--- src/rtl/intersection_ctrl.sv ---
// intersection_ctrl: N-approach traffic-intersection controller.
// Serves one approach at a time in demand-driven round-robin order, latches
// vehicle/pedestrian requests, holds green while nobody else is waiting and
// falls back to a flashing-yellow night mode on request.
module intersection_ctrl #(
    parameter int unsigned NUM_DIR      = 4,
    parameter int unsigned CNT_W        = 32,
    parameter int unsigned T_ALL_RED    = 2,
    parameter int unsigned T_RED_YELLOW = 30_000_000,
    parameter int unsigned T_GREEN      = 30_000_000,
    parameter int unsigned T_YELLOW     = 30_000_000,
    parameter int unsigned T_FLASH      = 25_000_000,
    localparam int unsigned DIR_W       = $clog2(NUM_DIR)
) (
    input  logic               clk,
    input  logic               rst_n,
    input  logic [NUM_DIR-1:0] request,
    input  logic               flash_mode,
    output logic [NUM_DIR-1:0] red,
    output logic [NUM_DIR-1:0] yellow,
    output logic [NUM_DIR-1:0] green,
    output logic [DIR_W-1:0]   active_dir,
    output logic [2:0]         phase
);

    typedef enum logic [2:0] {
        PH_ALL_RED    = 3'd0,
        PH_RED_YELLOW = 3'd1,
        PH_GREEN      = 3'd2,
        PH_YELLOW     = 3'd3,
        PH_FLASH      = 3'd4
    } phase_t;

    // Terminal counter values: a phase of length T ends when the counter reads T-1.
    localparam logic [CNT_W-1:0] AR_LAST  = CNT_W'(T_ALL_RED - 1);
    localparam logic [CNT_W-1:0] RY_LAST  = CNT_W'(T_RED_YELLOW - 1);
    localparam logic [CNT_W-1:0] GR_LAST  = CNT_W'(T_GREEN - 1);
    localparam logic [CNT_W-1:0] YE_LAST  = CNT_W'(T_YELLOW - 1);
    localparam logic [CNT_W-1:0] FL_LAST  = CNT_W'(T_FLASH - 1);
    localparam logic [CNT_W-1:0] CNT_ONE  = CNT_W'(1);

    phase_t             phase_q;
    phase_t             phase_d;
    logic [DIR_W-1:0]   dir_q;
    logic [DIR_W-1:0]   dir_d;
    logic [DIR_W-1:0]   next_dir;
    logic [CNT_W-1:0]   cnt_q;
    logic [CNT_W-1:0]   cnt_d;
    logic [NUM_DIR-1:0] pending_q;
    logic [NUM_DIR-1:0] pending_d;
    logic [NUM_DIR-1:0] req_mask;
    logic [NUM_DIR-1:0] dir_onehot;
    logic               other_demand;
    logic               blink_q;
    logic               blink_d;

    assign dir_onehot   = NUM_DIR'(1) << dir_q;
    assign other_demand = |(pending_q & ~dir_onehot);

    // State register; asynchronous reset drops every in-flight request.
    always_ff @(posedge clk or negedge rst_n) begin
        if (!rst_n) begin
            phase_q   <= PH_ALL_RED;
            dir_q     <= '0;
            cnt_q     <= '0;
            pending_q <= '0;
            blink_q   <= 1'b0;
        end else begin
            phase_q   <= phase_d;
            dir_q     <= dir_d;
            cnt_q     <= cnt_d;
            pending_q <= pending_d;
            blink_q   <= blink_d;
        end
    end

    // Round-robin search: first pending approach after the current one, wrapping.
    always_comb begin
        int unsigned idx;
        logic        found;
        logic [DIR_W-1:0] idx_s;
        next_dir = dir_q;
        found    = 1'b0;
        idx      = 0;
        idx_s    = '0;
        for (int unsigned k = 1; k <= NUM_DIR; k++) begin
            idx   = (32'(dir_q) + k) % NUM_DIR;
            idx_s = DIR_W'(idx);
            if (!found && pending_q[idx_s]) begin
                found    = 1'b1;
                next_dir = idx_s;
            end
        end
    end

    // Next-state logic: phase sequencing, request latching and blink timing.
    always_comb begin
        phase_d  = phase_q;
        dir_d    = dir_q;
        cnt_d    = cnt_q + CNT_ONE;
        blink_d  = blink_q;
        req_mask = request;
        if (phase_q == PH_GREEN) begin
            req_mask[dir_q] = 1'b0;
        end
        pending_d = pending_q | req_mask;

        case (phase_q)
            PH_ALL_RED: begin
                if (cnt_q == AR_LAST) begin
                    cnt_d = '0;
                    if (flash_mode) begin
                        phase_d = PH_FLASH;
                        blink_d = 1'b1;
                    end else begin
                        phase_d = PH_RED_YELLOW;
                        dir_d   = next_dir;
                    end
                end
            end
            PH_RED_YELLOW: begin
                if (cnt_q == RY_LAST) begin
                    phase_d          = PH_GREEN;
                    cnt_d            = '0;
                    // Served on entry; overrides a request sampled on this same edge.
                    pending_d[dir_q] = 1'b0;
                end
            end
            PH_GREEN: begin
                if (cnt_q >= GR_LAST) begin
                    if (other_demand || flash_mode) begin
                        phase_d = PH_YELLOW;
                        cnt_d   = '0;
                    end else begin
                        cnt_d = GR_LAST;
                    end
                end
            end
            PH_YELLOW: begin
                if (cnt_q == YE_LAST) begin
                    phase_d = PH_ALL_RED;
                    cnt_d   = '0;
                end
            end
            PH_FLASH: begin
                if (!flash_mode) begin
                    phase_d = PH_ALL_RED;
                    cnt_d   = '0;
                end else if (cnt_q == FL_LAST) begin
                    blink_d = ~blink_q;
                    cnt_d   = '0;
                end
            end
            default: begin
                phase_d = PH_ALL_RED;
                cnt_d   = '0;
            end
        endcase
    end

    // Lamp decode from registered state only.
    always_comb begin
        red    = '0;
        yellow = '0;
        green  = '0;
        case (phase_q)
            PH_ALL_RED: begin
                red = '1;
            end
            PH_RED_YELLOW: begin
                red    = '1;
                yellow = dir_onehot;
            end
            PH_GREEN: begin
                green = dir_onehot;
                red   = ~dir_onehot;
            end
            PH_YELLOW: begin
                yellow = dir_onehot;
                red    = ~dir_onehot;
            end
            PH_FLASH: begin
                yellow = {NUM_DIR{blink_q}};
            end
            default: begin
                red = '1;
            end
        endcase
    end

    assign active_dir = dir_q;
    assign phase      = phase_q;

    a_green_onehot: assert property (@(posedge clk) disable iff (!rst_n) $onehot0(green));
    a_no_red_green: assert property (@(posedge clk) disable iff (!rst_n) (red & green) == '0);

endmodule

--- config.mk ---
export PLATFORM = sky130hd
export DESIGN_NAME = intersection_ctrl
export DESIGN_NICKNAME = d
export VERILOG_FILES = /design/src/rtl/intersection_ctrl.sv
export SDC_FILE = /design/constraint.sdc
export NUM_CORES = 1
export LEC_CHECK = 0
export BUFFER_PORTS_ARGS = -buffer_cell sky130_fd_sc_hd__buf_2
export CAP_MARGIN = 20
export CORE_UTILIZATION = 62
export CTS_BUF_LIST = sky130_fd_sc_hd__clkbuf_2
export DETAILED_ROUTE_END_ITERATION = 8
export PLACE_DENSITY = 0.89
export SYNTH_ARGS = -nofsm -noshare
export SYNTH_HDL_FRONTEND = slang
export SYNTH_SLANG_ARGS = --single-unit
--- constraint.sdc ---
create_clock -name clk -period 4.01 [get_ports clk]
set_input_delay 0.2005 -clock clk [delete_from_list [all_inputs] [get_ports clk]]
set_output_delay 0.2005 -clock clk [all_outputs]
set_load 0.005 [all_outputs]
# --- Word level (Yosys, flattened, before mapping) ---
# Index checks and enable logic that the tools add are counted.
totals:
  word_cells: 102
  reg_bits: 42
op_classes:
  n_reduce_logical: 17
  magnitude_cmp: 7
  n_addsub: 5
  n_shift: 1
  n_eq_ne: 16
  bitwise_logic: 8
  muxes: 43
op_table:
  columns: ["cell", "count"]
  rows:
  - ["$mux W32", 5]
  - ["$pmux W32 S4", 1]
  - ["$eq A32 B25 Y1 const B", 2]
  - ["$add A32 B1 Y32 const B", 1]
  - ["$eq A32 B1 Y1 const B", 1]
  - ["$ge A32 B25 Y1 const B", 1]
  - ["$mux W25", 1]
  - ["$mux W3", 7]
  - ["$mux W4", 4]
  - ["$pmux W4 S2", 2]
  - ["$lt A2 B3 Y1 const B", 5]
  - ["$pmux W3 S5", 1]
  - ["$ne A2 B2 Y1 const B", 7]
  - ["$and A4 B4 Y4", 3]
  - ["$mux W1", 12]
  - ["$bmux W1 S2", 4]
  - ["$mux W2", 4]
  - ["$not A4 Y4", 2]
  - ["$eq A3 B2 Y1 const B", 2]
  - ["$reduce_and A6 Y1", 1]
  - ["$reduce_and A5 Y1", 1]
  - ["$add A2 B1 Y2 const B", 2]
  - ["$add A2 B2 Y2 const B", 2]
  - ["$logic_and A1 B1 Y1", 4]
  - ["other kinds (17)", 22]

# --- Logic depth before layout (Yosys ltp) ---
# Gate-level depths: netlist of the first run.
depth:
  depth_word: 14
  depth_mapped: 10
  mapped_depth_nobuf: 7

# --- Least setup slack after synthesis of the first run ---
# No wires, ideal clock.
synth_path:
  path_kind: "register -> register"
  startpoint: "register cnt_q[25]"
  endpoint: "register cnt_q[14]"
  path_stages_with_launch: 8
  period_less_slack_ns: 2.385
  arrival_ns: 2.248
  path_buffers: 1
  required_time_ns: 3.873
  setup_slack_ns: 1.625
  path_cell_list: "dfrtp_1 -> nor4_2 -> nand2_1 -> or4_1 -> and3b_4 -> nor4_4 -> buf_6 -> a21oi_1"
synth_via:
  elab_chain_len: 4
synth_rtl:
  columns: ["element", "line_no", "rtl"]
  rows:
  - ["from (decl)", "47", "logic [CNT_W-1:0] cnt_q;"]
  - ["from (signal assigned)", "71", "cnt_q <= cnt_d;"]
  - ["branches (longest 3 deep; another with $ge A32 B25 Y1)", null, null]
  - ["$pmux W32 S4 *", "108", "case (phase_q)"]
  - ["named net cnt_d[14]", "48", "logic [CNT_W-1:0] cnt_d;"]
# Mark *: on every way through the listed nets, which the timed path passes.
# A chain may end at the register's enable or synchronous reset.

# --- Final worst setup path of the first run ---
layout_path:
  startpoint: "register cnt_q[7]"
  endpoint: "register cnt_q[0]"
# Same word-level chain as after synthesis.

==> out/results.txt, run 1 <==
Number of warnings issued by yosys: 0
Category of the most critical setup path: reg -> reg
Cells taking the most area after synthesis: sky130_fd_sc_hd__dfrtp_1, sky130_fd_sc_hd__xor2_1, sky130_fd_sc_hd__a21oi_1, sky130_fd_sc_hd__nor2_1, sky130_fd_sc_hd__xnor2_1
Total count of max-transition violations in the final report: 0
Starting DRT DRC Count: 103
Area used by multi-input combinational logic: 1420 sq um
XOR/XNOR share of the synthesized area: 11.0%
Final hold vios: 0
Clock transition at the registers of the reported paths: 0.19 ns
Post-synth EDFFs: 0
Maximum level of the CTS H-tree: 2
Tmin final: 3.05 ns
Clock latency on the worst-skew pair: 0.39 ns
Final design instance area without fill: 2740 sq um
Vias in the first global route: 2047
Number of buffers inserted by port buffering: 23
Headroom to the max-slew limit: 39.3%
Arithmetic-cell share of the synthesized area counting full adders, half adders and majority gates: 2.94%
Clock sink count: 42
N_diodes: 0
Cell with the biggest individual delay on the critical path: sky130_fd_sc_hd__nor4_4
Count leader, synth: sky130_fd_sc_hd__dfrtp_1
Most common cell on crit path: sky130_fd_sc_hd__nor4_1
Largest stage delay on the critical path: 0.78 ns
Placeable core region: 3800 sq um
Mean instance size in the synthesized netlist: 9.01 sq um
Estimated wirelength of the detail-placed design: 4130 microns
Tightest Hold Check Type: in -> reg
Total leakage power: 1.22 nW
Worst path top cell family by delay: simple AND/OR/NAND/NOR gates
Setup Viol. Count Final: 0
Clock tree from TritonCTS: built
Ranking of synthesized cells by instance count: sky130_fd_sc_hd__dfrtp_1, sky130_fd_sc_hd__nor2_1, sky130_fd_sc_hd__a21oi_1
Num ports: 24
Post-DR wirelength/cell: 16.0 microns
Largest driver fanout on the critical path: 16
Number of buffers and inverters on the critical path: 0
Total setup buffers inserted after CTS: 0
Fraction of the mapped netlist area in simple logic gates: 28.3%
Number of core rows: 22
Count of filler cells inserted in the layout: 295
Req. time, crit path: 4.26 ns
Dominant cell type by area after synthesis: sky130_fd_sc_hd__dfrtp_1
Count of hold buffers inserted by post-cts repair: 2
Maximum clock rate: 328 MHz
Worst clock skew: 0.0131 ns
Overall die width: 66.1 microns
Detailed Routing Iterations Pass 1: 4
Main combinational cell family by area after synthesis: simple AND/OR/NAND/NOR gates
Grt total ovfl: 0
Post-detailed-routing wire length: 5670 microns
Capturing element type of the critical path: register
Total placed instance area: 2680 sq um
Fraction of final layout cells with drive strength greater than 1: 13.4%
Transition time at the pin with the least slew margin: 0.910 ns
Setup TNS: 0 ns
Power Density: 223 nW/um^2
Ys async rst share: 100%
Full die area: 4380 sq um
Cell Chain, Critical Path: nor4_1, nand2_1, nor4_1, o21ai_0, nor4_4, a21oi_1
Maximum number of pins on one net before global-route repair: 43
Final hold slack: 0.0665 ns
CTS root buf: sky130_fd_sc_hd__clkbuf_2
Area Overhead vs Synth: 7.31%
Die Height: 66.1 microns
Top_reg_cell synth: sky130_fd_sc_hd__dfrtp_1
Gpl congestion: 0.880
Count of unique library cells instantiated by Yosys: 47
CTS Buf Count: 5
Outcome: completed
Number of nets in the finished design: 319
Final cycle utilization of the critical path: 76.0%
Post-synthesis register bit count: 42
Proportion of synthesized chip area in sequential cells: 41.2%
CP Launch Type: register
Remaining antenna violation count after routing: 0
Unrepaired setup endpoints after global routing: false
Synth top area share: 41.2%
Cell count after synthesis: 283
Maximum clock insertion buffer count: 2
Antenna violations before repair: 0
Count of cells resized by post-cts repair: 0
Overall via count from detail_route: 2199
Number of maximum-capacitance violations: 0
Share of the synthesized area in compound gates (AO/OA/AOI/OAI): 11.5%
Data arrival time of the worst path: 3.30 ns
Initial core utilization: 67.2%
Portion of netlist area occupied by mux cells: 1.72%
First-pass GRT wire length: 9270 microns
Total global routing track utilization: 28.4%
Post-Syn Nets: 296
Remaining DRCs: 0
Worst supply voltage drop on vdd: 0.000172 V
Vias per std cell: 6.21
Post-synth design cell area: 2550 sq um
FF/Latch Area: 1050 sq um
==> cell usage in the layout, fill, tap and decap left out, types with 2 or more instances in the layout <==
cell	instances
sky130_fd_sc_hd__a21o_1	4
sky130_fd_sc_hd__a21oi_1	29
sky130_fd_sc_hd__a31oi_1	2
sky130_fd_sc_hd__and2_1	2
sky130_fd_sc_hd__and3_1	6
sky130_fd_sc_hd__and3b_1	2
sky130_fd_sc_hd__and4_1	3
sky130_fd_sc_hd__buf_2	23
sky130_fd_sc_hd__clkbuf_2	7
sky130_fd_sc_hd__dfrtp_1	42
sky130_fd_sc_hd__dlygate4sd3_1	2
sky130_fd_sc_hd__ha_1	6
sky130_fd_sc_hd__inv_1	11
sky130_fd_sc_hd__nand2_1	20
sky130_fd_sc_hd__nand2b_1	5
sky130_fd_sc_hd__nand3_1	18
sky130_fd_sc_hd__nand4_1	9
sky130_fd_sc_hd__nor2_1	33
sky130_fd_sc_hd__nor2b_1	5
sky130_fd_sc_hd__nor3_1	7
sky130_fd_sc_hd__nor4_1	6
sky130_fd_sc_hd__nor4_2	2
sky130_fd_sc_hd__o21ai_0	5
sky130_fd_sc_hd__or2_2	2
sky130_fd_sc_hd__or3_1	2
sky130_fd_sc_hd__or4_1	2
sky130_fd_sc_hd__xnor2_1	14
sky130_fd_sc_hd__xor2_1	18
==> through the flow <==
| step | util (%) | instances | total power [mW] | worst slack, ns |
|---|---|---|---|---|
| 2_1_floorplan | - | 283 | 0.433 | 1.63 |
| 3_3_place_gp | 70.6 | 345 | 0.444 | 1.22 |
| 3_5_place_dp | 70.6 | 345 | 0.444 | 1.05 |
| 4_1_cts | 72.1 | 354 | 0.613 | 1.01 |
| 5_1_grt | 72.1 | 354 | 0.635 | 0.809 |
| 6_report | 72.1 | 354 | 0.609 | 0.962 |
==> worst min-delay path: cells and delay by family <==
family        cells  cell delay [ns]
simple gates      2             0.11
buf+inv           1             0.13
==> layer usage <==
metal | track usage (%) | vias to the layer above | share of wire, %
met4 | 9.84 | 0 | 2.6
li1 | - | 1043 | -
met5 | 0 | - | 0
met3 | 4.31 | 24 | 5.5
met2 | 50.4 | 89 | 50
met1 | 34.7 | 1043 | 42
==> sequential cells by signal, summed over array words and instances, names as in the netlist <==
name / cells
active_dir: 2
blink_q: 1
cnt_q: 32
pending_q: 4
phase: 3
==> worst paths after layout <==
path,start,end,slack [ns],cells past startpoint
max reg2reg,cnt_q[7],cnt_q[0],0.96,6
min,flash_mode,phase[2],0.07,3
max in group asynchronous,rst_n,cnt_q[29],2.99,2
max,cnt_q[7],cnt_q[0],0.96,6
min reg2reg,cnt_q[0],cnt_q[0],0.56,1
min in group asynchronous,rst_n,cnt_q[6],0.44,2
==> cell families after synthesis <==
logic type | Yosys count
compound gates | 49
fa+ha+maj | 6
simple gates | 131
flops | 42
mux | 3
buf+inv | 20
xor+xnor | 32
==> where the power goes <==
part           leakage [nW]  internal, mW  total (mW)         switching, mW
logic                 0.641       0.00395      0.0139               0.00996
clock network        0.0291        0.0454       0.171                 0.126
registers             0.551         0.424       0.424  0.000000000000000215
==> final cells by class <==
class / count / area share, %
Clock buffer: 7 / 1.28
Inverter: 11 / 1.51
Multi-Input combinational cell: 221 / 51.7
Sequential cell: 42 / 38.4
Tap cell: 48 / 2.19
Timing Repair Buffer: 25 / 4.94
No activity file was read; power rests on OpenSTA's default activity.
==> run 2: changes to the inputs <==
--- a/config.mk
+++ b/config.mk
@@ -5,12 +5,13 @@
 export SDC_FILE = /design/constraint.sdc
 export NUM_CORES = 1
 export LEC_CHECK = 0
+export ABC_AREA = 1
 export BUFFER_PORTS_ARGS = -buffer_cell sky130_fd_sc_hd__buf_2
 export CAP_MARGIN = 20
-export CORE_UTILIZATION = 62
+export CORE_UTILIZATION = 57
 export CTS_BUF_LIST = sky130_fd_sc_hd__clkbuf_2
 export DETAILED_ROUTE_END_ITERATION = 8
-export PLACE_DENSITY = 0.89
+export PLACE_DENSITY = 0.85
 export SYNTH_ARGS = -nofsm -noshare
 export SYNTH_HDL_FRONTEND = slang
 export SYNTH_SLANG_ARGS = --single-unit
==> constraint.sdc (replaced) <==
create_clock -name clk -period 2.8 [get_ports clk]
set_input_delay 0.14 -clock clk [delete_from_list [all_inputs] [get_ports clk]]
set_output_delay 0.14 -clock clk [all_outputs]
set_load 0.005 [all_outputs]
==> run 2 against run 1 <==
  * Synthesized area rose by 43%
  * Non-clock buffer count rose by 6
  * Power rose by 53%
  * Highest routed layer unchanged
==> out/results.txt, run 2 <==
Final hold vios: 0 (unchanged)
Num ports: 24 (unchanged)
Total placed instance area: 3810 sq um (+42%)
Overall die width: 82.0 microns (+24%)
Proportion of synthesized chip area in sequential cells: 28.8% (-12 points)
Detailed Routing Iterations Pass 1: 5 (+1)
CTS root buf: sky130_fd_sc_hd__clkbuf_2
Estimated wirelength of the detail-placed design: 7550 microns (+83%)
Leading cell type in the layout, fill and taps excluded: sky130_fd_sc_hd__nand2_1
Reg2Reg Setup Slack: 0.56 ns (-0.40 ns)
Category of the most critical setup path: reg -> out
WHS Endpoint: pending_q[2]
Count of filler cells inserted in the layout: 568 (+93%)
Total count of max-transition violations in the final report: 0 (unchanged)
First-pass GRT wire length: 17000 microns (+83%)
Grt total ovfl: 0 (unchanged)
Setup TNS: 0 ns (unchanged)
Cell Chain, Critical Path: nor2_1, nand2_1, inv_1, nand2_1, o21ai_0, buf_2
Post-DR wirelength/cell: 14.5 microns (-9.6%)
Placeable core region: 6060 sq um (+60%)
Maximum clock rate: 399 MHz
Most common cell on crit path: sky130_fd_sc_hd__nand2_1
Outcome: completed
Maximum level of the CTS H-tree: 2 (unchanged)
Tmin final: 2.51 ns
Largest stage delay on the critical path: 0.51 ns (-0.27 ns)
Fraction of final layout cells with drive strength greater than 1: 8.29% (-5.1 points)
Total global routing track utilization: 33.3% (+4.9 points)
Gpl congestion: 1.02 (+16%)
Reg-to-reg startpoint: cnt_q[0]
Number of buffers and inverters on the critical path: 2 (+2)
Clock sink count: 42 (unchanged)
Overall via count from detail_route: 4055 (+84%)
Number of buffers inserted by port buffering: 23 (unchanged)
Worst supply voltage drop on vdd: 0.000175 V (+1.8%)
Post-detailed-routing wire length: 10200 microns (+79%)
Remaining antenna violation count after routing: 0 (unchanged)
Count of hold buffers inserted by post-cts repair: 4 (+2)
Number of core rows: 28 (+27%)
Clock tree from TritonCTS: built
Endpoint of the lowest-slack register-to-register path: cnt_q[20]
Starting DRT DRC Count: 458 (+340%)
Vias per std cell: 5.78 (-7.0%)
Cell with the biggest individual delay on the critical path: sky130_fd_sc_hd__dfrtp_1
Register containing the most flip-flops in the final layout: cnt_q
Count of cells resized by post-cts repair: 0 (unchanged)
Area Overhead vs Synth: 7.30% (about the same)
Largest driver fanout on the critical path: 15 (-1)
Maximum number of pins on one net before global-route repair: 43 (unchanged)
Total leakage power: 2.02 nW (+65%)
Cells taking the most area after synthesis: sky130_fd_sc_hd__dfrtp_1, sky130_fd_sc_hd__nand2_1, sky130_fd_sc_hd__nand3_1, sky130_fd_sc_hd__inv_1, sky130_fd_sc_hd__nor2_1
Capturing element type of the critical path: primary output
Remaining DRCs: 0 (unchanged)
Clock transition at the registers of the reported paths: 0.24 ns (+0.05 ns)
Number of maximum-capacitance violations: 0 (unchanged)
Mean instance size in the synthesized netlist: 6.08 sq um (-33%)
Hold path start: request[2]
Final cycle utilization of the critical path: 89.5%
Transition time at the pin with the least slew margin: 0.539 ns (-0.371 ns)
Top_reg_cell synth: sky130_fd_sc_hd__dfrtp_1
Ranking of synthesized cells by instance count: sky130_fd_sc_hd__nand2_1, sky130_fd_sc_hd__inv_1, sky130_fd_sc_hd__nor2_1
Cell count of the worst reg-to-reg path: 11 (+5)
Number of flip-flops in the largest register: 32 (unchanged)
N_diodes: 0 (unchanged)
Count of unique library cells instantiated by Yosys: 33 (-30%)
Number of warnings issued by yosys: 0 (unchanged)
Post-synth EDFFs: 0 (unchanged)
Worst clock skew: 0.0186 ns (+0.00549 ns)
Full die area: 6730 sq um (+54%)
Dominant cell type by area after synthesis: sky130_fd_sc_hd__dfrtp_1
Cell count after synthesis: 601 (+110%)
Final design instance area without fill: 3920 sq um (+43%)
CTS Buf Count: 5 (unchanged)
Final hold slack: 0.00998 ns (-0.0565 ns)
Power Density: 238 nW/um^2 (+6.9%)
Maximum clock insertion buffer count: 2 (unchanged)
Data arrival time of the worst path: 2.37 ns (-0.93 ns)
Headroom to the max-slew limit: 63.9% (+25 points)
Clock latency on the worst-skew pair: 0.44 ns (+0.05 ns)
Total setup buffers inserted after CTS: 0 (unchanged)
Area used by multi-input combinational logic: 2150 sq um (+52%)
Initial core utilization: 60.3% (-6.9 points)
Vias in the first global route: 3647 (+78%)
Placed Instances: 689 (+100%)
Post-synth design cell area: 3650 sq um (+43%)
Worst path top cell family by delay: simple AND/OR/NAND/NOR gates
Req. time, crit path: 2.66 ns (-1.60 ns)
Ys async rst share: 100% (unchanged)
Final cell count without fillers: 702 (+98%)
Setup Viol. Count Final: 0 (unchanged)
Post-layout total power: 0.932 mW (+53%)
Post-synthesis register bit count: 42 (unchanged)
Post-Syn Nets: 614 (+110%)
Die Height: 82.0 microns (+24%)
Tightest Hold Check Type: in -> reg
Antenna violations before repair: 0 (unchanged)
Number of cells traversed by the worst hold path: 3 (unchanged)
CP Launch Type: register
Count leader, synth: sky130_fd_sc_hd__nand2_1
Unrepaired setup endpoints after global routing: false
Synth top area share: 28.8% (-12 points)
FF/Latch Area: 1050 sq um (unchanged)
Commonest cells after routing, fill and taps aside: sky130_fd_sc_hd__nand2_1, sky130_fd_sc_hd__inv_1, sky130_fd_sc_hd__nor2_1, sky130_fd_sc_hd__nand3_1, sky130_fd_sc_hd__dfrtp_1
Number of nets in the finished design: 639 (+100%)
-- run 2: worst max-delay path by stage --
stage / startpoint / to / slack [ns] / cells after the start
after floorplan: active_dir[0] / active_dir[0] / 1.01 / 10
after global placement: cnt_q[0] / cnt_q[7] / 0.67 / 11
after detailed placement: cnt_q[0] / cnt_q[12] / 0.61 / 11
after CTS: phase[1] / yellow[1] / 0.36 / 6
after global routing: phase[1] / yellow[1] / 0.18 / 6
final: phase[1] / yellow[1] / 0.29 / 6
-- run 2: layout make-up --
class	count	share of cell area, %
clock inverters	3	0.543
repair buffers	31	5.04
flip-flops and latches	42	26.8
well taps	75	2.39
inverters	100	9.58
clock buffers	5	0.639
multi-input cells	446	55.0
-- run 2: through the flow --
stage	util (%)	setup WS, ns
2_1_floorplan	-	1.01
3_3_place_gp	62.9	0.669
3_5_place_dp	62.9	0.607
4_1_cts	64.3	0.358
5_1_grt	64.7	0.176
6_report	64.7	0.294
-- run 2: kinds of logic (layout without fill, tap and decap cells) --
kind of cell             count (synthesis)  after routing  synth area share [%]
buffers and inverters                  113            139                  12.2
AO/OA/AOI/OAI                           48             48                  7.33
XOR/XNOR                                19             19                  4.56
adder cells (fa/ha/maj)                  6              6                  2.06
flip-flops                              42             42                  28.8
AND/OR/NAND/NOR                        373            373                  45.0
-- run 2: per-layer routing --
metal  GRT usage [%]  routed length, microns
met4            10.4                     221
met3            6.11                    1010
met1            45.4                    4420
met2            53.0                    4510
met5               0                       0
-- run 2: power breakdown --
| part | switching [mW] | internal [mW] | leakage, nW |
|---|---|---|---|
| Combinational | 0.0209 | 0.0101 | 1.45 |
| Sequential | 0.000000000000000215 | 0.608 | 0.541 |
| Clock | 0.232 | 0.0615 | 0.0289 |
| Total | 0.253 | 0.680 | 2.02 |
-- run 2: worst min-delay path: stages --
cell                      delay, ns
sky130_fd_sc_hd__buf_2         0.10
sky130_fd_sc_hd__a21oi_1       0.14
sky130_fd_sc_hd__a31oi_1       0.06
